**src/rtl/owl_link_pkg.sv**
```systemverilog
// Shared definitions for the owl coordinate link: frame-length constants,
// default frame header, transmitter state encodings and a byte-select helper.
package owl_link_pkg;

  localparam int         COORD_BYTES         = 18;
  localparam int         FRAME_BYTES_BASE    = 19;
  localparam logic [7:0] HEADER_BYTE_DEFAULT = 8'hA5;

  // Bit-level transmitter phases
  typedef enum logic [1:0] {
    IDLE  = 2'd0,
    START = 2'd1,
    DATA  = 2'd2,
    STOP  = 2'd3
  } tx_state_t;

  // Frame-level sequencer phases
  typedef enum logic {
    SEQ_IDLE = 1'b0,
    SEQ_SEND = 1'b1
  } seq_state_t;

  // Byte k (1..18) of the 144-bit {x,y,z} shadow, most significant byte first
  function automatic logic [7:0] coord_byte(input logic [143:0] shadow, input logic [4:0] idx);
    logic [7:0]   amt;
    logic [143:0] shifted;
    amt     = {idx - 5'd1, 3'b000};
    shifted = shadow << amt;
    return shifted[143:136];
  endfunction

endpackage

```
**src/rtl/coord_uart_tx_if.sv**
```systemverilog
// Coordinate-to-UART link interface: request/coordinates from the RAM control
// stage (master) and serial line plus status back from the transmitter (slave).
interface coord_uart_tx_if;

  logic        send_req;
  logic [47:0] x_coord;
  logic [47:0] y_coord;
  logic [47:0] z_coord;
  logic        uart_tx;
  logic        busy;
  logic        frame_done;
  logic        req_dropped;

  modport master (
    output send_req, x_coord, y_coord, z_coord,
    input  uart_tx, busy, frame_done, req_dropped
  );

  modport slave (
    input  send_req, x_coord, y_coord, z_coord,
    output uart_tx, busy, frame_done, req_dropped
  );

endinterface

```
**src/rtl/uart_tx_byte.sv**
```systemverilog
// 8N1 byte serializer with baud counter. A load accepted while idle, or in the
// last cycle of a stop bit, starts the next start bit with no idle gap.
// byte_done_o flags the final cycle of the stop bit so the sequencer can chain.
module uart_tx_byte
  import owl_link_pkg::*;
#(
  parameter int CLKS_PER_BIT = 5208
) (
  input  logic       clk_i,
  input  logic       reset_i,
  input  logic       load_i,
  input  logic [7:0] byte_i,
  output logic       tx_o,
  output logic       byte_done_o
);

  localparam logic [15:0] CNT_MAX = 16'(CLKS_PER_BIT - 1);

  tx_state_t   state_q, state_d;
  logic [15:0] cnt_q, cnt_d;
  logic [2:0]  bit_q, bit_d;
  logic [7:0]  shift_q, shift_d;
  logic        tx_q, tx_d;
  logic        bit_end_s;

  assign bit_end_s   = (cnt_q == CNT_MAX);
  assign byte_done_o = (state_q == STOP) && bit_end_s;
  assign tx_o        = tx_q;

  // State, counter and line registers with synchronous reset to idle-high
  always_ff @(posedge clk_i) begin
    if (reset_i) begin
      state_q <= IDLE;
      cnt_q   <= 16'd0;
      bit_q   <= 3'd0;
      shift_q <= 8'd0;
      tx_q    <= 1'b1;
    end else begin
      state_q <= state_d;
      cnt_q   <= cnt_d;
      bit_q   <= bit_d;
      shift_q <= shift_d;
      tx_q    <= tx_d;
    end
  end

  // Next-state: counter reloads on every bit boundary; line value registered
  always_comb begin
    state_d = state_q;
    cnt_d   = cnt_q;
    bit_d   = bit_q;
    shift_d = shift_q;
    tx_d    = tx_q;
    case (state_q)
      IDLE: begin
        tx_d = 1'b1;
        if (load_i) begin
          state_d = START;
          cnt_d   = 16'd0;
          shift_d = byte_i;
          tx_d    = 1'b0;
        end else begin
          cnt_d = 16'd0;
        end
      end
      START: begin
        if (bit_end_s) begin
          state_d = DATA;
          cnt_d   = 16'd0;
          bit_d   = 3'd0;
          tx_d    = shift_q[0];
        end else begin
          cnt_d = cnt_q + 16'd1;
        end
      end
      DATA: begin
        if (bit_end_s) begin
          cnt_d = 16'd0;
          if (bit_q == 3'd7) begin
            state_d = STOP;
            tx_d    = 1'b1;
          end else begin
            bit_d   = bit_q + 3'd1;
            shift_d = shift_q >> 1;
            tx_d    = shift_q[1];
          end
        end else begin
          cnt_d = cnt_q + 16'd1;
        end
      end
      STOP: begin
        if (bit_end_s) begin
          cnt_d = 16'd0;
          if (load_i) begin
            state_d = START;
            shift_d = byte_i;
            tx_d    = 1'b0;
          end else begin
            state_d = IDLE;
            tx_d    = 1'b1;
          end
        end else begin
          cnt_d = cnt_q + 16'd1;
        end
      end
      default: begin
        state_d = IDLE;
        cnt_d   = 16'd0;
        tx_d    = 1'b1;
      end
    endcase
  end

endmodule

```
**src/rtl/coord_uart_tx.sv**
```systemverilog
// Coordinate frame transmitter: latches x/y/z on an accepted request and sends
// header, 18 coordinate bytes (MSB first) and, when COORD_TX_CHECKSUM_EN is
// defined, an XOR checksum byte built up as each coordinate byte is loaded.
module coord_uart_tx
  import owl_link_pkg::*;
#(
  parameter int         CLKS_PER_BIT = 5208,
  parameter logic [7:0] HEADER_BYTE  = HEADER_BYTE_DEFAULT
) (
  input logic             clk_i,
  input logic             reset_i,
  coord_uart_tx_if.slave  bus
);

`ifdef COORD_TX_CHECKSUM_EN
  localparam logic [4:0] LAST_IDX = 5'(FRAME_BYTES_BASE);
`else
  localparam logic [4:0] LAST_IDX = 5'(FRAME_BYTES_BASE - 1);
`endif

  seq_state_t     seq_q, seq_d;
  logic [4:0]     idx_q, idx_d;
  logic [143:0]   shadow_q, shadow_d;
  logic           busy_q, busy_d;
  logic           done_q, done_d;
  logic           drop_q, drop_d;
`ifdef COORD_TX_CHECKSUM_EN
  logic [7:0]     csum_q, csum_d;
`endif

  logic       accept_s, advance_s, finish_s, load_s, byte_done_s, tx_s;
  logic [4:0] next_idx_s;
  logic [7:0] next_byte_s, load_byte_s;

  uart_tx_byte #(.CLKS_PER_BIT(CLKS_PER_BIT)) u_byte (
    .clk_i       (clk_i),
    .reset_i     (reset_i),
    .load_i      (load_s),
    .byte_i      (load_byte_s),
    .tx_o        (tx_s),
    .byte_done_o (byte_done_s)
  );

  // The frame_done cycle still counts as busy for request acceptance
  assign accept_s    = (seq_q == SEQ_IDLE) && !done_q && bus.send_req;
  assign advance_s   = (seq_q == SEQ_SEND) && byte_done_s && (idx_q != LAST_IDX);
  assign finish_s    = (seq_q == SEQ_SEND) && byte_done_s && (idx_q == LAST_IDX);
  assign next_idx_s  = idx_q + 5'd1;
`ifdef COORD_TX_CHECKSUM_EN
  assign next_byte_s = (next_idx_s == LAST_IDX) ? csum_q : coord_byte(shadow_q, next_idx_s);
`else
  assign next_byte_s = coord_byte(shadow_q, next_idx_s);
`endif
  assign load_s      = accept_s || advance_s;
  assign load_byte_s = accept_s ? HEADER_BYTE : next_byte_s;

  assign bus.uart_tx     = tx_s;
  assign bus.busy        = busy_q;
  assign bus.frame_done  = done_q;
  assign bus.req_dropped = drop_q;

  // Sequencer, shadow and status registers with synchronous reset
  always_ff @(posedge clk_i) begin
    if (reset_i) begin
      seq_q    <= SEQ_IDLE;
      idx_q    <= 5'd0;
      shadow_q <= 144'd0;
      busy_q   <= 1'b0;
      done_q   <= 1'b0;
      drop_q   <= 1'b0;
`ifdef COORD_TX_CHECKSUM_EN
      csum_q   <= 8'd0;
`endif
    end else begin
      seq_q    <= seq_d;
      idx_q    <= idx_d;
      shadow_q <= shadow_d;
      busy_q   <= busy_d;
      done_q   <= done_d;
      drop_q   <= drop_d;
`ifdef COORD_TX_CHECKSUM_EN
      csum_q   <= csum_d;
`endif
    end
  end

  // Frame sequencing: accept, chain next byte, or close the frame
  always_comb begin
    seq_d    = seq_q;
    idx_d    = idx_q;
    shadow_d = shadow_q;
    busy_d   = busy_q;
    done_d   = 1'b0;
    drop_d   = drop_q;
`ifdef COORD_TX_CHECKSUM_EN
    csum_d   = csum_q;
`endif
    if (accept_s) begin
      seq_d    = SEQ_SEND;
      idx_d    = 5'd0;
      shadow_d = {bus.x_coord, bus.y_coord, bus.z_coord};
      busy_d   = 1'b1;
      drop_d   = 1'b0;
`ifdef COORD_TX_CHECKSUM_EN
      csum_d   = 8'd0;
`endif
    end else if (advance_s) begin
      idx_d = next_idx_s;
`ifdef COORD_TX_CHECKSUM_EN
      if (next_idx_s <= 5'(COORD_BYTES)) begin
        csum_d = csum_q ^ next_byte_s;
      end else begin
        csum_d = csum_q;
      end
`endif
    end else if (finish_s) begin
      seq_d  = SEQ_IDLE;
      busy_d = 1'b0;
      done_d = 1'b1;
    end else begin
      seq_d = seq_q;
    end
    if (!accept_s && bus.send_req && (busy_q || done_q)) begin
      drop_d = 1'b1;
    end else begin
      drop_d = drop_d;
    end
  end

endmodule

```
**src/flat_wrapper.sv**
```systemverilog
// flat-port wrapper written by rule: the top's interface ports become plain ports
module coord_uart_tx_flat import owl_link_pkg::*;
#(
  parameter int         CLKS_PER_BIT = 5208,
  parameter logic [7:0] HEADER_BYTE  = HEADER_BYTE_DEFAULT
)
  (clk_i, reset_i, bus_send_req, bus_x_coord, bus_y_coord, bus_z_coord, bus_uart_tx, bus_busy, bus_frame_done, bus_req_dropped);
  coord_uart_tx_if bus_i ();
  input logic clk_i;
  input logic reset_i;
  input wire logic [$bits(bus_i.send_req)-1:0] bus_send_req;
  input wire logic [$bits(bus_i.x_coord)-1:0] bus_x_coord;
  input wire logic [$bits(bus_i.y_coord)-1:0] bus_y_coord;
  input wire logic [$bits(bus_i.z_coord)-1:0] bus_z_coord;
  output wire logic [$bits(bus_i.uart_tx)-1:0] bus_uart_tx;
  output wire logic [$bits(bus_i.busy)-1:0] bus_busy;
  output wire logic [$bits(bus_i.frame_done)-1:0] bus_frame_done;
  output wire logic [$bits(bus_i.req_dropped)-1:0] bus_req_dropped;
  assign bus_i.send_req = bus_send_req;
  assign bus_i.x_coord = bus_x_coord;
  assign bus_i.y_coord = bus_y_coord;
  assign bus_i.z_coord = bus_z_coord;
  assign bus_uart_tx = bus_i.uart_tx;
  assign bus_busy = bus_i.busy;
  assign bus_frame_done = bus_i.frame_done;
  assign bus_req_dropped = bus_i.req_dropped;
  coord_uart_tx #(.CLKS_PER_BIT(CLKS_PER_BIT), .HEADER_BYTE(HEADER_BYTE)) u_core (.clk_i(clk_i), .reset_i(reset_i), .bus(bus_i));
endmodule
```
**config.mk**
```make
export PLATFORM = sky130hd
export DESIGN_NAME = coord_uart_tx_flat
export DESIGN_NICKNAME = d
export VERILOG_FILES = /design/src/rtl/owl_link_pkg.sv /design/src/rtl/coord_uart_tx_if.sv /design/src/rtl/uart_tx_byte.sv /design/src/rtl/coord_uart_tx.sv /design/src/flat_wrapper.sv
export SDC_FILE = /design/constraint.sdc
export NUM_CORES = 1
export LEC_CHECK = 0
export BUFFER_PORTS_ARGS = -buffer_cell sky130_fd_sc_hd__buf_2
export CORE_ASPECT_RATIO = 0.9
export CORE_MARGIN = 1.5
export CORE_UTILIZATION = 50
export DETAILED_ROUTE_END_ITERATION = 7
export PLACE_DENSITY = 0.79
export SYNTH_ARGS = -nofsm -noshare
export SYNTH_HDL_FRONTEND = slang
export SYNTH_SLANG_ARGS = --single-unit
```
**constraint.sdc**
```tcl
create_clock -name clk_i -period 2.7 [get_ports clk_i]
set_input_delay 0.135 -clock clk_i [delete_from_list [all_inputs] [get_ports clk_i]]
set_output_delay 0.135 -clock clk_i [all_outputs]
set_load 0.02 [all_outputs]
```
# ---- Yosys cells after proc, flatten, opt, wreduce, memory -nomap -nowiden
# Index checks and enable logic that the tools add are counted.
dict set report classes {
  add_sub_neg 4
  n_mul 0
  n_div 0
  n_lt_le_gt_ge 0
  eq_ne 14
  n_shift 1
  n_mux 31
  bitwise 1
  n_reduce_logical 25
}
# operator n
set op_table {}
lappend op_table {{$shl 144x8->144} 1}
lappend op_table {{$mux 8} 5}
lappend op_table {{$pmux 16 s2} 1}
lappend op_table {{$pmux 8 s3} 1}
lappend op_table {{$add 16x1->16 const B} 1}
lappend op_table {{$eq 16x13->1 const B} 1}
lappend op_table {{$mux 16} 1}
lappend op_table {{$mux 1} 12}
lappend op_table {{$mux 2} 5}
lappend op_table {{$ne 2x2->1 const B} 5}
lappend op_table {{$mux 3} 3}
lappend op_table {{$logic_and 1x1->1} 8}
lappend op_table {{$pmux 2 s4} 1}
lappend op_table {{$reduce_and 4->1} 2}
lappend op_table {{$pmux 3 s2} 1}
lappend op_table {{$reduce_bool 2->1} 3}
lappend op_table {{$reduce_or 3->1} 2}
lappend op_table {{$add 5x1->5 const B} 1}
lappend op_table {{$eq 5x5->1 const B} 1}
lappend op_table {{$ne 5x5->1 const B} 1}
lappend op_table {{$reduce_and 5->1} 1}
lappend op_table {{$sub 5x1->5 const B} 1}
lappend op_table {{$eq 2x2->1 const B} 2}
lappend op_table {{$ne 2x1->1 const B} 2}
lappend op_table {{other kinds (12)} 14}
dict set report word_totals {
  ff_bits 182
  latch_bits 0
  mem_bits_rw 0
  rom_bits 0
  in_bits 147
  output_inout_bits 4
  word_cells 86
  n_memories 0
}

# ---- Longest topological paths before layout
# Gate-level depths: netlist of the first run.
dict set report logic_depth {
  ltp_word 8
  depth_mapped 12
  depth_no_buf 8
}

# ---- Hierarchy
# From an unflattened synthesis of the first run, not the netlist that was laid out.
dict set report hier_totals {
  hier_cells 965
  hier_area_um2 8319.2
}
# module instances cells_each area_each_um2 seq_area_each_um2
set modules_own_cells {}
lappend modules_own_cells {coord_uart_tx 1 784 6667.6 3042.9}
lappend modules_own_cells {uart_tx_byte 1 181 1651.6 600.6}

# ---- Worst setup path after synthesis of the first run
# OpenSTA, ideal clock, no wires.
dict set report synth_path {
  kind {flip-flop to flip-flop}
  startpoint {reg u_core.idx_q[0]}
  endpoint {reg u_core.u_byte.shift_q[0]}
  t_arrival_ns 2.509
  required_time_ns 2.570
  setup_slack_ns 0.061
  path_stages_with_launch 13
  period_less_slack_ns 2.639
  path_cell_list {dfxtp_1 > buf_2 > inv_1 > ha_1 > buf_6 > nand4b_1 > o2111a_1 > a2111o_1 > buf_6 > buf_8 > mux2i_1 > a221oi_1 > o32ai_1}
}
dict set report synth_via {
  elab_chain_cells 7
}
# element line_no
set synth_lines {}
lappend synth_lines {{from (decl)} coord_uart_tx.sv:22} ;# logic [4:0] idx_q, idx_d;
lappend synth_lines {{from (signal assigned)} coord_uart_tx.sv:76} ;# idx_q <= idx_d;
lappend synth_lines {{$add 5x1->5 *} coord_uart_tx.sv:48} ;# assign next_idx_s = idx_q + 5'd1;
lappend synth_lines {{named net u_core.next_idx_s[0]} coord_uart_tx.sv:32} ;# logic [4:0] next_idx_s;
lappend synth_lines {{$sub 5x1->5 *} owl_link_pkg.sv:27} ;# amt = {idx - 5'd1, 3'b000};
lappend synth_lines {{$shl 144x8->144 *} owl_link_pkg.sv:28} ;# shifted = shadow << amt;
lappend synth_lines {{$mux 8 *} coord_uart_tx.sv:55} ;# assign load_byte_s = accept_s ? HEADER_BYTE : next_byte_s;
lappend synth_lines {{$mux 8 *} {uart_tx_byte.sv:57, uart_tx_byte.sv:94}}
lappend synth_lines {{$mux 8} uart_tx_byte.sv:92} ;# if (bit_end_s) begin
lappend synth_lines {{$pmux 8 s3 *} uart_tx_byte.sv:54} ;# case (state_q)
lappend synth_lines {{to (signal assigned)} uart_tx_byte.sv:42} ;# shift_q <= shift_d;
lappend synth_lines {{to (decl)} uart_tx_byte.sv:22} ;# logic [7:0] shift_q, shift_d;
# Mark *: on every way through the listed nets, which the timed path passes. The rest lies on a longest branch. The select of a mux whose other input is x is not followed.
# A chain may end at the register's enable or synchronous reset.

# ---- Worst setup path in the final report of the first run
dict set report layout_path {
  startpoint {reg u_core.idx_q[1]}
  endpoint {reg u_core.u_byte.shift_q[0]}
}
dict set report layout_via {
  elab_chain_cells 7
}
# element line_no
set layout_lines {}
lappend layout_lines {{$add 5x1->5} coord_uart_tx.sv:48}
lappend layout_lines {{$sub 5x1->5} owl_link_pkg.sv:27}
lappend layout_lines {{$shl 144x8->144} owl_link_pkg.sv:28}
lappend layout_lines {{$mux 8} coord_uart_tx.sv:55}
lappend layout_lines {{$mux 8 *} {uart_tx_byte.sv:57, uart_tx_byte.sv:94}}
lappend layout_lines {{$mux 8} uart_tx_byte.sv:92}
lappend layout_lines {{$pmux 8 s3 *} uart_tx_byte.sv:54}
# Mark *: on every way between the ends. The rest lies on a longest branch, timed or not. The select of a mux whose other input is x is not followed.

==> flow_metrics.env, run 1 <==
export IMPL_critPathMaxStageDelay_ns=0.37
export IMPL_clk_pin_slew_ns=0.07
export IMPL_final_core_util=0.705
export IMPL_stdcell_area_um2=11000
export IMPL_crit_end="u_core.u_byte.shift_q[0]"
export IMPL_die_w_um=137
export IMPL_fillers=1121
export IMPL_cts_sinks=182
export IMPL_min_path_type="in -> reg"
export IMPL_ys_seq_area_frac=0.452
export IMPL_reg2reg_depth=9
export IMPL_final_cell_count_no_fill=1429
export IMPL_setup_viol=0
export IMPL_reg2reg_to="u_core.u_byte.shift_q[0]"
export IMPL_synth_cell_types=54
export IMPL_die_area_um2=16900
export IMPL_drv_cap=0
export IMPL_yosys_area_share_adder=0.0155
export IMPL_synth_ff_type="dfxtp_1"
export IMPL_worst_slack_ns=0.213
export IMPL_tightest_slew_ns=0.898
export IMPL_status="finished clean"
export IMPL_place_worst_setup_slack_ns=0.247
export IMPL_synthCells=955
export IMPL_p_sw_frac=0.267
export IMPL_relSlewSlack=0.402
export IMPL_drt_total_wl_um=25600
export IMPL_finalWeightedCongestion=0.902
export IMPL_synth_nets=1112
export IMPL_fin_skew_ns=0.00979
export IMPL_synth_compound_area_share=0.141
export IMPL_vias=8032
export IMPL_synth_top_area_cell="dfxtp_1"
export IMPL_yosys_top_cells_count="nand2_1 (308), dfxtp_1 (182), a21oi_1 (158)"
export IMPL_yosysTopAreaCellShare=0.452
export IMPL_path_class="reg -> reg"
export IMPL_crit_start="u_core.idx_q[1]"
export IMPL_crit_fanout=15
export IMPL_finalPower_mw=6.68
export IMPL_fmaxAchievable_ghz=0.402
export IMPL_period_share=0.921
export IMPL_dp_cells=1252
export IMPL_first_pass_iters=6
export IMPL_required_ns=2.99
export IMPL_ant_nets=0
export IMPL_synth_area_per_cell_um2=8.45
export IMPL_power_density_nw_per_um2=607
export IMPL_r2r_start="u_core.idx_q[1]"
export IMPL_synth_area_top_cells="dfxtp_1 (45%), nand2_1 (14%), a21oi_1 (9.8%), mux4_2 (8.9%), mux2i_1 (2.5%)"
export IMPL_post_drt_wl_per_cell_um=17.9
export IMPL_arrival_ns=2.77
export IMPL_p_switching_mw=1.79
export IMPL_ys_ff_latch=182
export IMPL_finalMaxSlewViolations=0
export IMPL_fin_crit_ns=2.49
export IMPL_clk_path_buf_depth=2
export IMPL_hold_path_startpoint="reset_i"
export IMPL_worst_path_buf_inv=2
export IMPL_drtIter0Drc=855
export IMPL_num_rows=43
export IMPL_grt_start_max_net_pins=89
export IMPL_ff2ff_setup_slack_ns=0.21
export IMPL_cts_root_buf="clkbuf_16"
export IMPL_p_int_mw=4.89
export IMPL_drc=0
export IMPL_end_kind="flop"
export IMPL_antenna_found_initial=2
export IMPL_crit_path_start_kind="flop"
export IMPL_h_tree_depth=4
export IMPL_whs_ns=0.132
export IMPL_numCtsBuffers=17
export IMPL_drive_gt1_frac=0.196
export IMPL_grt_usage=0.307
export IMPL_async_flop_share=0
export IMPL_dpl_hpwl_um=14300
export IMPL_clk_latency_ns=0.44
export IMPL_cp_depth=9
export IMPL_crit_top_cell="buf_4"
export IMPL_dpl_cell_area_um2=8920
export IMPL_syn_cell_area_um2=8070
export IMPL_area_delta_synth_final_pct=36.3
export IMPL_yosysWarningCount=0
export IMPL_yosysMostFrequentCell="nand2_1"
export IMPL_viasPerCell=5.62
export IMPL_yosys_area_share_simple=0.209
export IMPL_synthMuxAreaShare=0.121
export IMPL_cts_tree="done"
export IMPL_slowest_stage="a2111o_1"
export IMPL_start_util=0.517
export IMPL_crit_chain="buf_4, ha_1, nand4b_1, o2111a_1, a2111o_1, buf_4, mux2i_1, a221oi_1, o32ai_1"
export IMPL_nNetsFinal=1371
export IMPL_grt_pass1_wl_um=39300
export IMPL_fin_setup_tns_ns=0
export IMPL_power_frac_comb=0.165
export IMPL_core_area_um2=15600
export IMPL_grt_overflow=0
export IMPL_total_leakage_power_nw=4.33
export IMPL_die_h_um=123
export IMPL_crit_family="compound AO/OA/AOI/OAI gates"
export IMPL_grt_pass1_vias=7960
export IMPL_ioPinCount=151
export IMPL_vdd_ir_drop_max_mv=0.498
export IMPL_hold_viol=0
export IMPL_synth_xor_xnor_area_share=0.0206
export IMPL_synth_top_family_by_area="simple AND/OR/NAND/NOR gates"
export IMPL_rsz0062_at_grt="false"
export IMPL_io_buffers=150
export IMPL_seqPwrFrac=0.446
export IMPL_clockPowerShare=0.388
export IMPL_cts_setup_buffers=0
export IMPL_synth_edff_count=0
[what timing repair did]
item / CTS / global route
gates resized for setup: 0 / 1
setup endpoints to repair: 0 / 1
hold buffers: 145 / 0
endpoints found under the hold margin: 145 / 0
[cells in the final DEF (no fill, tap or decap), types with 9 or more instances in the layout]
cell type      netlist  final
nand2_1            308    307
xor2_1              13     13
nor2_1              34     34
buf_2                8    149
mux2i_1             20     20
dfxtp_1            182    181
o21ai_0             12     12
dlygate4sd3_1        0    145
buf_4                0     16
nand2b_1             9      9
nand3_1             13     13
ha_1                10      9
clkbuf_16            0     17
a21oi_1            158    158
mux4_2              32     32
[power by group through the flow]
stage | Sequential, mW | Clock, mW | Combinational (mW)
final | 2.98 | 2.59 | 1.11
after global routing | 2.99 | 2.72 | 1.21
after CTS | 2.97 | 2.61 | 1.06
after detailed placement | 3.03 | 0 | 0.893
after global placement | 3.03 | 0 | 0.877
after floorplan | 3.00 | 0 | 0.617
[layer usage]
layer  vias up  GRT usage  share of wire
met2       458      0.516           0.48
met1      3676      0.364           0.39
met3       108     0.0763          0.084
met4         2      0.157          0.041
li1       3788          -              -
met5         -          0        0.00059
[how the worst min path moves through the flow]
stage,endpoint,depth (start not counted)
after floorplan,u_core.bus.req_dropped,2
after global placement,u_core.shadow_q[102],3
after detailed placement,u_core.shadow_q[111],3
after CTS,u_core.shadow_q[38],2
after global routing,u_core.shadow_q[23],2
final,u_core.shadow_q[23],2
[area by class of cell]
type                       count  area, um2  share of cell area
sequential                   182       3640               0.332
tap                          202        253              0.0230
clock inverter                11        148              0.0134
timing repair buffer         312       2350               0.214
clock buffer                  20        467              0.0424
multi-input combinational    694       4110               0.373
antenna                        1       2.50            0.000228
inverter                       7       26.3             0.00239
[state kept, by name, summed over array words and instances, names as in the netlist]
signal / cells
u_core.shadow_q: 144
u_core.u_byte.tx_o: 1
u_core.seq_q: 1
u_core.u_byte.bit_q: 3
u_core.bus.frame_done: 1
u_core.u_byte.state_q: 2
u_core.u_byte.cnt_q: 16
u_core.u_byte.shift_q: 8
u_core.idx_q: 5
u_core.bus.req_dropped: 1
[worst reg2reg max path, cell delays in order (launching register included)]
cell and delay [ns]:
dfxtp_1 0.33, buf_4 0.15, ha_1 0.32, nand4b_1 0.18
o2111a_1 0.18, a2111o_1 0.37, buf_4 0.21, mux2i_1 0.16
a221oi_1 0.32, o32ai_1 0.12
[kinds of logic (layout without fill, tap and decap cells)]
logic type,after synthesis,count (layout)
and+or+nand+nor,403,403
xor gates and xnor gates,19,19
buffers and inverters,79,350
DFF,182,182
AOI/OAI and AO/OA,205,205
adders and majority gates,10,10
other,0,1
muxes,57,57
Note: power is estimated with default switching activity, not from simulation.
==> run 2: changes to the inputs <==
--- a/config.mk
+++ b/config.mk
@@ -13,4 +13,5 @@
 export PLACE_DENSITY = 0.79
 export SYNTH_ARGS = -nofsm -noshare
 export SYNTH_HDL_FRONTEND = slang
+export SYNTH_HIERARCHICAL = 1
 export SYNTH_SLANG_ARGS = --single-unit
==> constraint.sdc (replaced) <==
create_clock -name clk_i -period 2.15 [get_ports clk_i]
set_input_delay 0.1075 -clock clk_i [delete_from_list [all_inputs] [get_ports clk_i]]
set_output_delay 0.1075 -clock clk_i [all_outputs]
set_load 0.02 [all_outputs]
==> run 2 against run 1 <==
The run now ends with setup timing left; critical path depth unchanged; global-route usage increased by 0.69 points; maximum frequency shrank 4.9%; combinational power rose by 71%; clock power rose by 27%; worst hold slack got worse by 0.011 ns; synthesized area grew 3.1%; critical endpoint is now u_core/u_byte/shift_q[1].
==> flow_metrics.env, run 2 <==
export IMPL_drtIter0Drc=881
export IMPL_arrival_ns=2.88
export IMPL_fmaxAchievable_ghz=0.382
export IMPL_yosysMostFrequentCell="nand2_1"
export IMPL_worst_slack_ns=-0.466
export IMPL_synth_compound_area_share=0.150
export IMPL_fin_skew_ns=0.0141
export IMPL_antenna_found_initial=3
export IMPL_grt_pass1_wl_um=43300
export IMPL_vias=8749
export IMPL_io_buffers=150
export IMPL_tightest_slew_ns=0.679
export IMPL_end_kind="flop"
export IMPL_status="finished, violations left"
export IMPL_vdd_ir_drop_max_mv=0.874
export IMPL_dpl_cell_area_um2=9670
export IMPL_die_area_um2=17400
export IMPL_finalMaxSlewViolations=0
export IMPL_relSlewSlack=0.548
export IMPL_largest_reg_flops=144
export IMPL_synth_top_family_by_area="simple AND/OR/NAND/NOR gates"
export IMPL_synth_area_per_cell_um2=8.62
export IMPL_clk_pin_slew_ns=0.07
export IMPL_yosysTopAreaCellShare=0.438
export IMPL_num_rows=44
export IMPL_clk_latency_ns=0.44
export IMPL_synth_top_area_cell="dfxtp_1"
export IMPL_hold_viol=0
export IMPL_yosys_area_share_simple=0.213
export IMPL_start_util=0.514
export IMPL_min_path_type="in -> reg"
export IMPL_ioPinCount=151
export IMPL_drt_total_wl_um=28000
export IMPL_dpl_hpwl_um=15500
export IMPL_crit_path_start_kind="flop"
export IMPL_clk_path_buf_depth=2
export IMPL_synthMuxAreaShare=0.121
export IMPL_nNetsFinal=1444
export IMPL_ys_ff_latch=182
export IMPL_drv_cap=0
export IMPL_grt_overflow=0
export IMPL_die_w_um=139
export IMPL_yosys_top_cells_count="nand2_1 (302), dfxtp_1 (182), a21oi_1 (161)"
export IMPL_finalWeightedCongestion=0.904
export IMPL_viasPerCell=5.80
export IMPL_ys_seq_area_frac=0.438
export IMPL_grt_start_max_net_pins=78
export IMPL_ant_nets=0
export IMPL_total_leakage_power_nw=4.87
export IMPL_yosysWarningCount=6
export IMPL_post_drt_wl_per_cell_um=18.6
export IMPL_drc=0
export IMPL_synth_edff_count=0
export IMPL_violations="setup timing"
export IMPL_fin_crit_ns=2.62
export IMPL_reg_top3="u_core/shadow_q (144), u_core/u_byte/cnt_q (16), u_core/u_byte/shift_q (8)"
export IMPL_h_tree_depth=4
export IMPL_cts_root_buf="clkbuf_16"
export IMPL_crit_fanout=14
export IMPL_synth_nets=1122
export IMPL_core_area_um2=16200
export IMPL_synth_xor_xnor_area_share=0.0200
export IMPL_area_delta_synth_final_pct=44.4
export IMPL_period_share=1.22
export IMPL_path_class="reg -> reg"
export IMPL_cts_sinks=182
export IMPL_die_h_um=125
export IMPL_power_density_nw_per_um2=754
export IMPL_whs_ns=0.121
export IMPL_numCtsBuffers=17
export IMPL_rsz0062_at_grt="true"
export IMPL_syn_cell_area_um2=8320
export IMPL_setup_viol=9
export IMPL_stdcell_area_um2=12000
export IMPL_synthCells=965
export IMPL_first_pass_iters=6
export IMPL_grt_pass1_vias=8588
export IMPL_synth_area_top_cells="dfxtp_1 (44%), nand2_1 (14%), a21oi_1 (9.7%), mux4_2 (6.8%), clkbuf_1 (2.2%)"
export IMPL_synth_ff_type="dfxtp_1"
export IMPL_async_flop_share=0
export IMPL_grt_usage=0.313
export IMPL_final_core_util=0.742
export IMPL_synth_cell_types=66
export IMPL_layout_common_cells="nand2_1 (300), dfxtp_1 (177), a21oi_1 (160)"
export IMPL_fillers=1026
export IMPL_top_register="u_core/shadow_q"
export IMPL_yosys_area_share_adder=0.0150
export IMPL_cts_tree="done"
export IMPL_required_ns=2.42
export IMPL_drive_gt1_frac=0.267
export IMPL_final_common_cell="nand2_1"
-- run 2: cell types whose count changed in the layout (fill, tap and decap cells not counted), sizes merged, moves of 7 or more --
cell,delta
buf,+62
o21ai,-16
o31ai,+8
xnor2,+9
nor4,+7
xor2,-9
-- run 2: timing repair --
item / 4_1_cts / 5_1_grt
endpoints found under the hold margin: 145 / 0
gates cloned: 0 / 0
pin swaps: 11 / 9
hold buffers: 145 / 0
resized for setup: 14 / 20
buffers inserted: 7 / 7
endpoints found under the setup margin: 10 / 13
-- run 2: per-layer routing --
| layer | GRT usage | up-vias | routed length, um |
|---|---|---|---|
| li1 | - | 3988 | - |
| met1 | 0.376 | 4132 | 10700 |
| met2 | 0.533 | 510 | 14000 |
| met3 | 0.0682 | 119 | 2010 |
| met4 | 0.158 | 0 | 1280 |
| met5 | 0 | - | 0 |
-- run 2: final timing paths --
check / start / endpoint / slack (ns) / cells past startpoint
setup / recovery: u_core/idx_q[0] / u_core/u_byte/shift_q[1] / -0.47 / 9
hold / removal: reset_i / u_core/shadow_q[141] / 0.12 / 2
setup reg to reg: u_core/idx_q[0] / u_core/u_byte/shift_q[1] / -0.47 / 9
hold reg to reg: u_core/shadow_q[117] / u_core/shadow_q[117] / 0.45 / 2
-- run 2: logic make-up after synthesis --
kind of cell               Yosys count
AOI/OAI and AO/OA                  211
xor gates and xnor gates            19
adders and majority gates           10
muxes                               56
DFF                                182
buffers and inverters               80
and+or+nand+nor                    407
-- run 2: power breakdown --
part / internal, mW / total [mW] / switching [mW]
Sequential: 3.65 / 3.85 / 0.209
Clock: 1.91 / 3.30 / 1.38
Combinational: 0.889 / 1.90 / 1.02
Total: 6.45 / 9.06 / 2.61
-- run 2: cell type report --
type                       count  area (um2)  share of cell area
antenna                        2        5.00            0.000417
clock buffer                  20         457              0.0380
clock inverter                12         164              0.0136
inverter                       9        46.3             0.00385
multi-input combinational    703        4530               0.377
sequential                   182        3650               0.304
tap                          207         259              0.0216
timing repair buffer         374        2900               0.241
-- run 2: per-stage QoR --
stage	instances	power, mW	setup slack [ns]	TNS [ns]
4_1_cts	1501	8.88	-0.236	-1.75
6_report	1509	9.06	-0.466	-2.49
3_5_place_dp	1317	5.42	-0.296	-2.24
3_3_place_gp	1317	5.41	-0.254	-1.81
5_1_grt	1509	9.35	-0.478	-3.30
2_1_floorplan	965	4.90	-0.412	-2.94
-- run 2: worst max-delay path, cell delays in order, from the launching register on --
cell	delay (ns)
dfxtp_4	0.39
clkinv_8	0.05
ha_4	0.34
buf_12	0.18
mux4_2	0.55
o31ai_2	0.08
a21oi_1	0.11
a211o_1	0.30
mux2i_1	0.25
a311oi_1	0.19
